===== src/rtl/fft_pkg.sv =====
// Shared definitions for the FFT datapath: frame geometry, sample format
// and the complex/frame types used by both the loader and the FFT core.
package fft_pkg;

  localparam int N        = 4;   // samples per frame, power of two, >= 2
  localparam int W        = 15;  // sample MSB index (W+1 bit samples)
  localparam int BIT_FRAC = 8;   // fractional bits, carried through untouched
  localparam int CNT_W    = $clog2(N);

  // Component selectors inside a complex sample
  localparam int RE = 0;
  localparam int IM = 1;

  typedef logic signed [W:0] sample_t;
  typedef sample_t [1:0]     cplx_t;
  typedef cplx_t [N-1:0]     frame_t;

  // True when a write index addresses the final slot of a frame
  function automatic logic is_last_slot(input logic [CNT_W-1:0] idx);
    return (idx == CNT_W'(N - 1));
  endfunction

endpackage


===== src/rtl/fft_frame_loader_if.sv =====
// Sample-stream and frame-output handshakes of the frame loader.
// master = the surrounding system (sample source + FFT capture),
// slave  = the loader itself.
interface fft_frame_loader_if;
  import fft_pkg::*;

  logic    in_valid;
  logic    in_ready;
  sample_t in_re;
  sample_t in_im;
  logic    in_last;
  logic    frame_valid;
  logic    frame_ready;
  frame_t  frame_x;
  logic    align_err;

  modport master (
    output in_valid, in_re, in_im, in_last, frame_ready,
    input  in_ready, frame_valid, frame_x, align_err
  );

  modport slave (
    input  in_valid, in_re, in_im, in_last, frame_ready,
    output in_ready, frame_valid, frame_x, align_err
  );

endinterface


===== src/rtl/fft_frame_bank.sv =====
// One N-entry complex sample bank: single indexed write port and a
// full-frame parallel read port. Contents are deliberately not reset;
// validity is tracked by the loader's full flags.
module fft_frame_bank
  import fft_pkg::*;
(
  input  logic             clk,
  input  logic             we_i,
  input  logic [CNT_W-1:0] idx_i,
  input  cplx_t            din_i,
  output frame_t           frame_o
);

  frame_t mem_q;

  // Store one complex sample at the addressed slot when enabled
  always_ff @(posedge clk) begin
    if (we_i) begin
      mem_q[idx_i] <= din_i;
    end
  end

  assign frame_o = mem_q;

endmodule


===== src/rtl/fft_frame_loader.sv =====
// Ping-pong frame assembler in front of the combinational FFT core.
// Samples stream into the write bank; a completed bank is held as a
// parallel frame under frame_valid/frame_ready while the other bank fills.
module fft_frame_loader
  import fft_pkg::*;
(
  input  logic               clk,
  input  logic               rst,
  fft_frame_loader_if.slave  bus
);

  logic [CNT_W-1:0] wr_cnt_q, wr_cnt_d;
  logic             wr_bank_q, wr_bank_d;
  logic             rd_bank_q, rd_bank_d;
  logic [1:0]       bank_full_q, bank_full_d;
  logic             align_err_q, align_err_d;

  logic             in_ready_s;
  logic             frame_valid_s;
  logic             accept_s;
  logic             drain_s;
  logic             last_slot_s;
  logic [1:0]       bank_we_s;
  cplx_t            din_s;
  frame_t           frame0_s;
  frame_t           frame1_s;

  // Ready depends only on registered state, so a drain in this cycle
  // cannot combinationally open the input; it shows up a cycle later.
  assign in_ready_s    = ~bank_full_q[wr_bank_q];
  assign frame_valid_s = bank_full_q[rd_bank_q];
  assign accept_s      = bus.in_valid & in_ready_s;
  assign drain_s       = frame_valid_s & bus.frame_ready;
  assign last_slot_s   = is_last_slot(wr_cnt_q);

  assign din_s[RE] = bus.in_re;
  assign din_s[IM] = bus.in_im;

  // Route the write strobe to whichever bank is currently filling
  always_comb begin
    bank_we_s = 2'b00;
    if (accept_s) begin
      bank_we_s[wr_bank_q] = 1'b1;
    end else begin
      bank_we_s = 2'b00;
    end
  end

  fft_frame_bank u_bank0 (
    .clk     (clk),
    .we_i    (bank_we_s[0]),
    .idx_i   (wr_cnt_q),
    .din_i   (din_s),
    .frame_o (frame0_s)
  );

  fft_frame_bank u_bank1 (
    .clk     (clk),
    .we_i    (bank_we_s[1]),
    .idx_i   (wr_cnt_q),
    .din_i   (din_s),
    .frame_o (frame1_s)
  );

  // Next-state for fill position, bank pointers, full flags and framing error
  always_comb begin
    wr_cnt_d    = wr_cnt_q;
    wr_bank_d   = wr_bank_q;
    rd_bank_d   = rd_bank_q;
    bank_full_d = bank_full_q;
    align_err_d = 1'b0;

    // Drain and fill completion always target different banks: a drain
    // needs rd bank full, an accept needs wr bank empty.
    if (drain_s) begin
      bank_full_d[rd_bank_q] = 1'b0;
      rd_bank_d              = ~rd_bank_q;
    end else begin
      rd_bank_d = rd_bank_q;
    end

    if (accept_s) begin
      // Any mismatch between in_last and slot position is a framing error
      align_err_d = last_slot_s ^ bus.in_last;
      if (last_slot_s) begin
        // Full frame (with or without in_last): hand it over
        bank_full_d[wr_bank_q] = 1'b1;
        wr_bank_d              = ~wr_bank_q;
        wr_cnt_d               = {CNT_W{1'b0}};
      end else if (bus.in_last) begin
        // Short frame: drop it and restart the bank from slot 0
        wr_cnt_d = {CNT_W{1'b0}};
      end else begin
        wr_cnt_d = wr_cnt_q + CNT_W'(1);
      end
    end else begin
      wr_cnt_d = wr_cnt_q;
    end
  end

  // Control state register with synchronous reset; bank data is untouched
  always_ff @(posedge clk) begin
    if (rst) begin
      wr_cnt_q    <= {CNT_W{1'b0}};
      wr_bank_q   <= 1'b0;
      rd_bank_q   <= 1'b0;
      bank_full_q <= 2'b00;
      align_err_q <= 1'b0;
    end else begin
      wr_cnt_q    <= wr_cnt_d;
      wr_bank_q   <= wr_bank_d;
      rd_bank_q   <= rd_bank_d;
      bank_full_q <= bank_full_d;
      align_err_q <= align_err_d;
    end
  end

  assign bus.in_ready    = in_ready_s;
  assign bus.frame_valid = frame_valid_s;
  assign bus.frame_x     = rd_bank_q ? frame1_s : frame0_s;
  assign bus.align_err   = align_err_q;

endmodule


===== src/flat_wrapper.sv =====
// flat-port wrapper written by rule: the top's interface ports become plain ports
module fft_frame_loader_flat import fft_pkg::*;
  (clk, rst, bus_in_valid, bus_in_re, bus_in_im, bus_in_last, bus_frame_ready, bus_in_ready, bus_frame_valid, bus_frame_x, bus_align_err);
  fft_frame_loader_if bus_i ();
  input  logic clk;
  input  logic rst;
  input wire logic [$bits(bus_i.in_valid)-1:0] bus_in_valid;
  input wire logic [$bits(bus_i.in_re)-1:0] bus_in_re;
  input wire logic [$bits(bus_i.in_im)-1:0] bus_in_im;
  input wire logic [$bits(bus_i.in_last)-1:0] bus_in_last;
  input wire logic [$bits(bus_i.frame_ready)-1:0] bus_frame_ready;
  output wire logic [$bits(bus_i.in_ready)-1:0] bus_in_ready;
  output wire logic [$bits(bus_i.frame_valid)-1:0] bus_frame_valid;
  output wire logic [$bits(bus_i.frame_x)-1:0] bus_frame_x;
  output wire logic [$bits(bus_i.align_err)-1:0] bus_align_err;
  assign bus_i.in_valid = bus_in_valid;
  assign bus_i.in_re = bus_in_re;
  assign bus_i.in_im = bus_in_im;
  assign bus_i.in_last = bus_in_last;
  assign bus_i.frame_ready = bus_frame_ready;
  assign bus_in_ready = bus_i.in_ready;
  assign bus_frame_valid = bus_i.frame_valid;
  assign bus_frame_x = bus_i.frame_x;
  assign bus_align_err = bus_i.align_err;
  fft_frame_loader u_core (.clk(clk), .rst(rst), .bus(bus_i));
endmodule

===== config.mk =====
export PLATFORM = sky130hd
export DESIGN_NAME = fft_frame_loader_flat
export DESIGN_NICKNAME = d
export VERILOG_FILES = /design/src/rtl/fft_pkg.sv /design/src/rtl/fft_frame_loader_if.sv /design/src/rtl/fft_frame_bank.sv /design/src/rtl/fft_frame_loader.sv /design/src/flat_wrapper.sv
export SDC_FILE = /design/constraint.sdc
export NUM_CORES = 1
export LEC_CHECK = 0
export ABC_AREA = 1
export CORE_UTILIZATION = 57
export DETAILED_ROUTE_END_ITERATION = 8
export HOLD_SLACK_MARGIN = 0.1
export PLACE_DENSITY = 0.85
export SYNTH_ARGS = -nofsm -noshare
export SYNTH_HDL_FRONTEND = slang
export SYNTH_SLANG_ARGS = --single-unit

===== constraint.sdc =====
create_clock -name clk -period 4.5 [get_ports clk]
set_input_delay 0.9 -clock clk [delete_from_list [all_inputs] [get_ports clk]]
set_output_delay 0.9 -clock clk [all_outputs]
set_load 0.02 [all_outputs]

==> results_tabular.tex <==
\begin{tabular}{lr}
\hline
Metric & Value \\
\hline
\multicolumn{2}{l}{\textbf{Clock tree}} \\
Post-CTS Resized & 0 \\
H-tree level count & 1 \\
Clk Latency, worst-skew pair & 0.50 ns \\
Cts bufs inserted & 25 \\
Longest Clk Path Bufs & 3 \\
Post-CTS setup buffer count & 0 \\
CTS Hold Buffers Added & 0 \\
Clock tree from TritonCTS & built \\
Root Buffer & sky130\_fd\_sc\_hd\_\_clkbuf\_16 \\
Clock transition at path regs & 0.06 ns \\
TritonCTS Sinks & 263 \\
\multicolumn{2}{l}{\textbf{Synth}} \\
Sequential share of the synthesized area & 80.06\% \\
Synthesis warning total & 0 \\
Average instance area after synthesis & 13.30 sq um \\
Gate count of the mapped netlist & 735 \\
Share of the synthesized area in the top cell type & 78.63\% \\
Area of the mapped netlist & 9777 sq um \\
Cells taking the most area after synthesis & sky130\_fd\_sc\_hd\_\_edfxtp\_1 (79\%), sky130\_fd\_sc\_hd\_\_nand2\_1 (15\%), sky130\_fd\_sc\_hd\_\_dfxtp\_1 (1.4\%), sky130\_fd\_sc\_hd\_\_buf\_6 (1.4\%), sky130\_fd\_sc\_hd\_\_buf\_2 (0.67\%) \\
Number of register bits inferred by synthesis & 263 \\
Largest area contributor in the netlist & sky130\_fd\_sc\_hd\_\_edfxtp\_1 \\
Mapped Nets & 776 \\
Count of cell types in the netlist & 18 \\
\multicolumn{2}{l}{\textbf{Floorplan}} \\
Number of I/O pins & 168 \\
Initial cell density of the core & 58.75\% \\
Die footprint & 17680 sq um \\
Core footprint & 16640 sq um \\
Placement Rows & 47 \\
Die Wd & 133.0 microns \\
Die Y & 133.0 microns \\
\multicolumn{2}{l}{\textbf{GRT}} \\
GRT overflow & 0 \\
Initial antenna violation count & 0 \\
Largest net degree at the start of global routing & 80 \\
First-pass GRT wire length & 31970 microns \\
Via count of the first global-routing pass & 5985 \\
GRT Resource Usage Total & 23.98\% \\
\multicolumn{2}{l}{\textbf{Worst setup path}} \\
Kind of critical path & reg2out \\
Data arrival time of the critical path & 2.78 ns \\
Setup slack of the most critical reg-to-reg path & 2.22 ns \\
WP data required & 3.60 ns \\
Critical path endpoint category & output pin \\
Type of element launching the critical path & flop \\
Critical-path cell with the highest stage delay & sky130\_fd\_sc\_hd\_\_clkdlybuf4s50\_1 \\
Maximum net fanout on the critical path & 79 \\
Cell-by-cell trace of the critical path & inv\_4 -> buf\_12 -> nand2\_1 -> nand2\_1 -> clkdlybuf4s50\_1 \\
Cell repeated most along the worst path & sky130\_fd\_sc\_hd\_\_nand2\_1 \\
Critical Path Max Stage Delay & 0.63 ns \\
\multicolumn{2}{l}{\textbf{Finish}} \\
Reg area & 7831 sq um \\
Count of non-filler cells in the finished layout & 1145 \\
Design Area, Final & 12350 sq um \\
Ratio of cells with drive above 1 in the final layout & 6.054\% \\
Layout overhead on the synthesized area & 26.32\% \\
Post-layout net count & 953 \\
Most common cell after layout, fill and taps aside & sky130\_fd\_sc\_hd\_\_nand2\_1 \\
Multi-input logic area & 1719 sq um \\
Leading cell types in the layout, fill and taps excluded & sky130\_fd\_sc\_hd\_\_nand2\_1 (399), sky130\_fd\_sc\_hd\_\_edfxtp\_1 (256), sky130\_fd\_sc\_hd\_\_clkdlybuf4s50\_1 (167) \\
Share of the core filled with cells & 74.21\% \\
Filler instances & 1037 \\
\# diodes & 0 \\
\multicolumn{2}{l}{\textbf{STA}} \\
Unrepaired setup endpoints after global routing & no \\
Final Hold Fails & 0 \\
Maximum clock skew at final layout & 0.004826 ns \\
Achievable Freq & 271.7 MHz \\
Summed negative setup slack over all endpoints & 0 ns \\
Tightest slew margin relative to the limit & 51.69\% \\
\# setup viols final & 0 \\
Min Tclk post-route & 3.680 ns \\
Post-route fraction of the period consumed by the critical path & 81.78\% \\
Slew @ Worst Pin & 0.7230 ns \\
Pins Over Slew Limit & 0 \\
\multicolumn{2}{l}{\textbf{Route}} \\
Drt drc & 0 \\
Average routed wire per standard cell & 18.12 microns \\
Avg Vias per Cell & 5.242 \\
Detailed Route Iter0 Violations & 498 \\
Count of vias placed by the detailed router & 6002 \\
Antenna-violating nets left & 0 \\
Total Wirelength & 20750 microns \\
Length of the first detailed-routing pass in iterations & 5 \\
\multicolumn{2}{l}{\textbf{Power}} \\
Power Dens Cells & 399.7 nW/um\^{}2 \\
Total leakage power & 4.667 nW \\
IR Drop Worst-Case VDD & 0.3268 mV \\
\multicolumn{2}{l}{\textbf{Run}} \\
Max capacitance violation total & 0 \\
\multicolumn{2}{l}{\textbf{Place}} \\
Area post-placement & 11660 sq um \\
Number of cells in the design after placement & 1105 \\
DP Wirelength & 12580 microns \\
Number of buffer cells added on primary ports & 167 \\
Placer's final routability congestion estimate & 0.7506 \\
\multicolumn{2}{l}{\textbf{Status}} \\
Run status & completed \\
\multicolumn{2}{l}{\textbf{Min path}} \\
Hold WC Path Type & reg2reg \\
\hline
\end{tabular}
==> sequential cells by signal, indices dropped and copies added, names as in the netlist <==
signal                  cells
u_core.u_bank0.frame_o    128
u_core.u_bank1.frame_o    128
u_core.bank_full_q          2
u_core.wr_cnt_q             2
u_core.bus.align_err        1
u_core.rd_bank_q            1
u_core.wr_bank_q            1
==> worst max-delay path, delay by kind of cell, from the launching register on <==
| kind | cells | cell delay [ns] |
|---|---|---|
| AND/OR/NAND/NOR | 2 | 0.22 |
| buffers and inverters | 3 | 1.49 |
| flip-flops | 1 | 0.51 |
==> layout make-up <==
class	count	share of cell area, %
clock buffers	29	5.187
clock inverters	11	0.4154
inverters	15	0.4761
multi-input cells	428	13.92
flip-flops and latches	263	63.41
well taps	220	2.229
repair buffers	179	14.37
==> per-stage QoR <==
stage	total power [mW]	hold slack, ns	worst slack, ns
floorplan	2.959	0.4651	1.643
global placement	3.154	0.4969	1.371
detailed placement	3.164	0.5143	1.345
CTS	4.963	0.5234	0.7976
global route	5.073	0.5610	0.6581
finish	4.936	0.5295	0.8197
==> metal layers <==
| metal | part of all wire, % | track usage, % | wire, microns | up-vias |
|---|---|---|---|---|
| met5 | 0 | 0 | 0 | - |
| met4 | 1.8 | 8.301 | 373 | 0 |
| met3 | 7.9 | 3.985 | 1645 | 30 |
| met2 | 50 | 40.14 | 10350 | 288 |
| met1 | 40 | 32.08 | 8375 | 2873 |
| li1 | - | - | - | 2811 |
==> path summary, 6_finish.rpt <==
| check | start | to | depth (start not counted) |
|---|---|---|---|
| setup reg to reg | u_core.wr_bank_q | u_core.u_bank1.frame_o[3] | 8 |
| setup / recovery | u_core.rd_bank_q | bus_frame_x[38] | 5 |
| hold / removal | u_core.bank_full_q[0] | u_core.bank_full_q[0] | 2 |
| hold reg to reg | u_core.bank_full_q[0] | u_core.bank_full_q[0] | 2 |
==> logic make-up (layout without fill, tap and decap cells) <==
logic type | Yosys count | count (layout) | synth area share (%)
adders and majority gates | 4 | 4 | 0.5119
DFF | 263 | 263 | 80.06
and+or+nand+nor | 415 | 415 | 16.15
AOI/OAI and AO/OA | 9 | 9 | 0.4607
buffers and inverters | 44 | 234 | 2.816
==> synthesized netlist by cell type <==
library cell               instances
sky130_fd_sc_hd__nand4_1           3
sky130_fd_sc_hd__buf_4             1
sky130_fd_sc_hd__ha_1              4
sky130_fd_sc_hd__nand3_1           2
sky130_fd_sc_hd__nand2_4           1
sky130_fd_sc_hd__inv_2             2
sky130_fd_sc_hd__nor2_1            8
sky130_fd_sc_hd__a21oi_1           6
sky130_fd_sc_hd__nand2_1         399
sky130_fd_sc_hd__buf_6            12
sky130_fd_sc_hd__clkbuf_1          3
sky130_fd_sc_hd__o21ai_0           3
sky130_fd_sc_hd__nor3_1            1
sky130_fd_sc_hd__edfxtp_1        256
sky130_fd_sc_hd__buf_2            13
sky130_fd_sc_hd__dfxtp_1           7
sky130_fd_sc_hd__nand2_2           1
sky130_fd_sc_hd__inv_1            13
==> report_power, final <==
part	internal (mW)	leakage [nW]	switching (mW)
clock	1.01	0.349	0.818
sequential	2.75	2.38	0.0159
combinational	0.141	1.94	0.208
(Power assumes the default switching activity.)
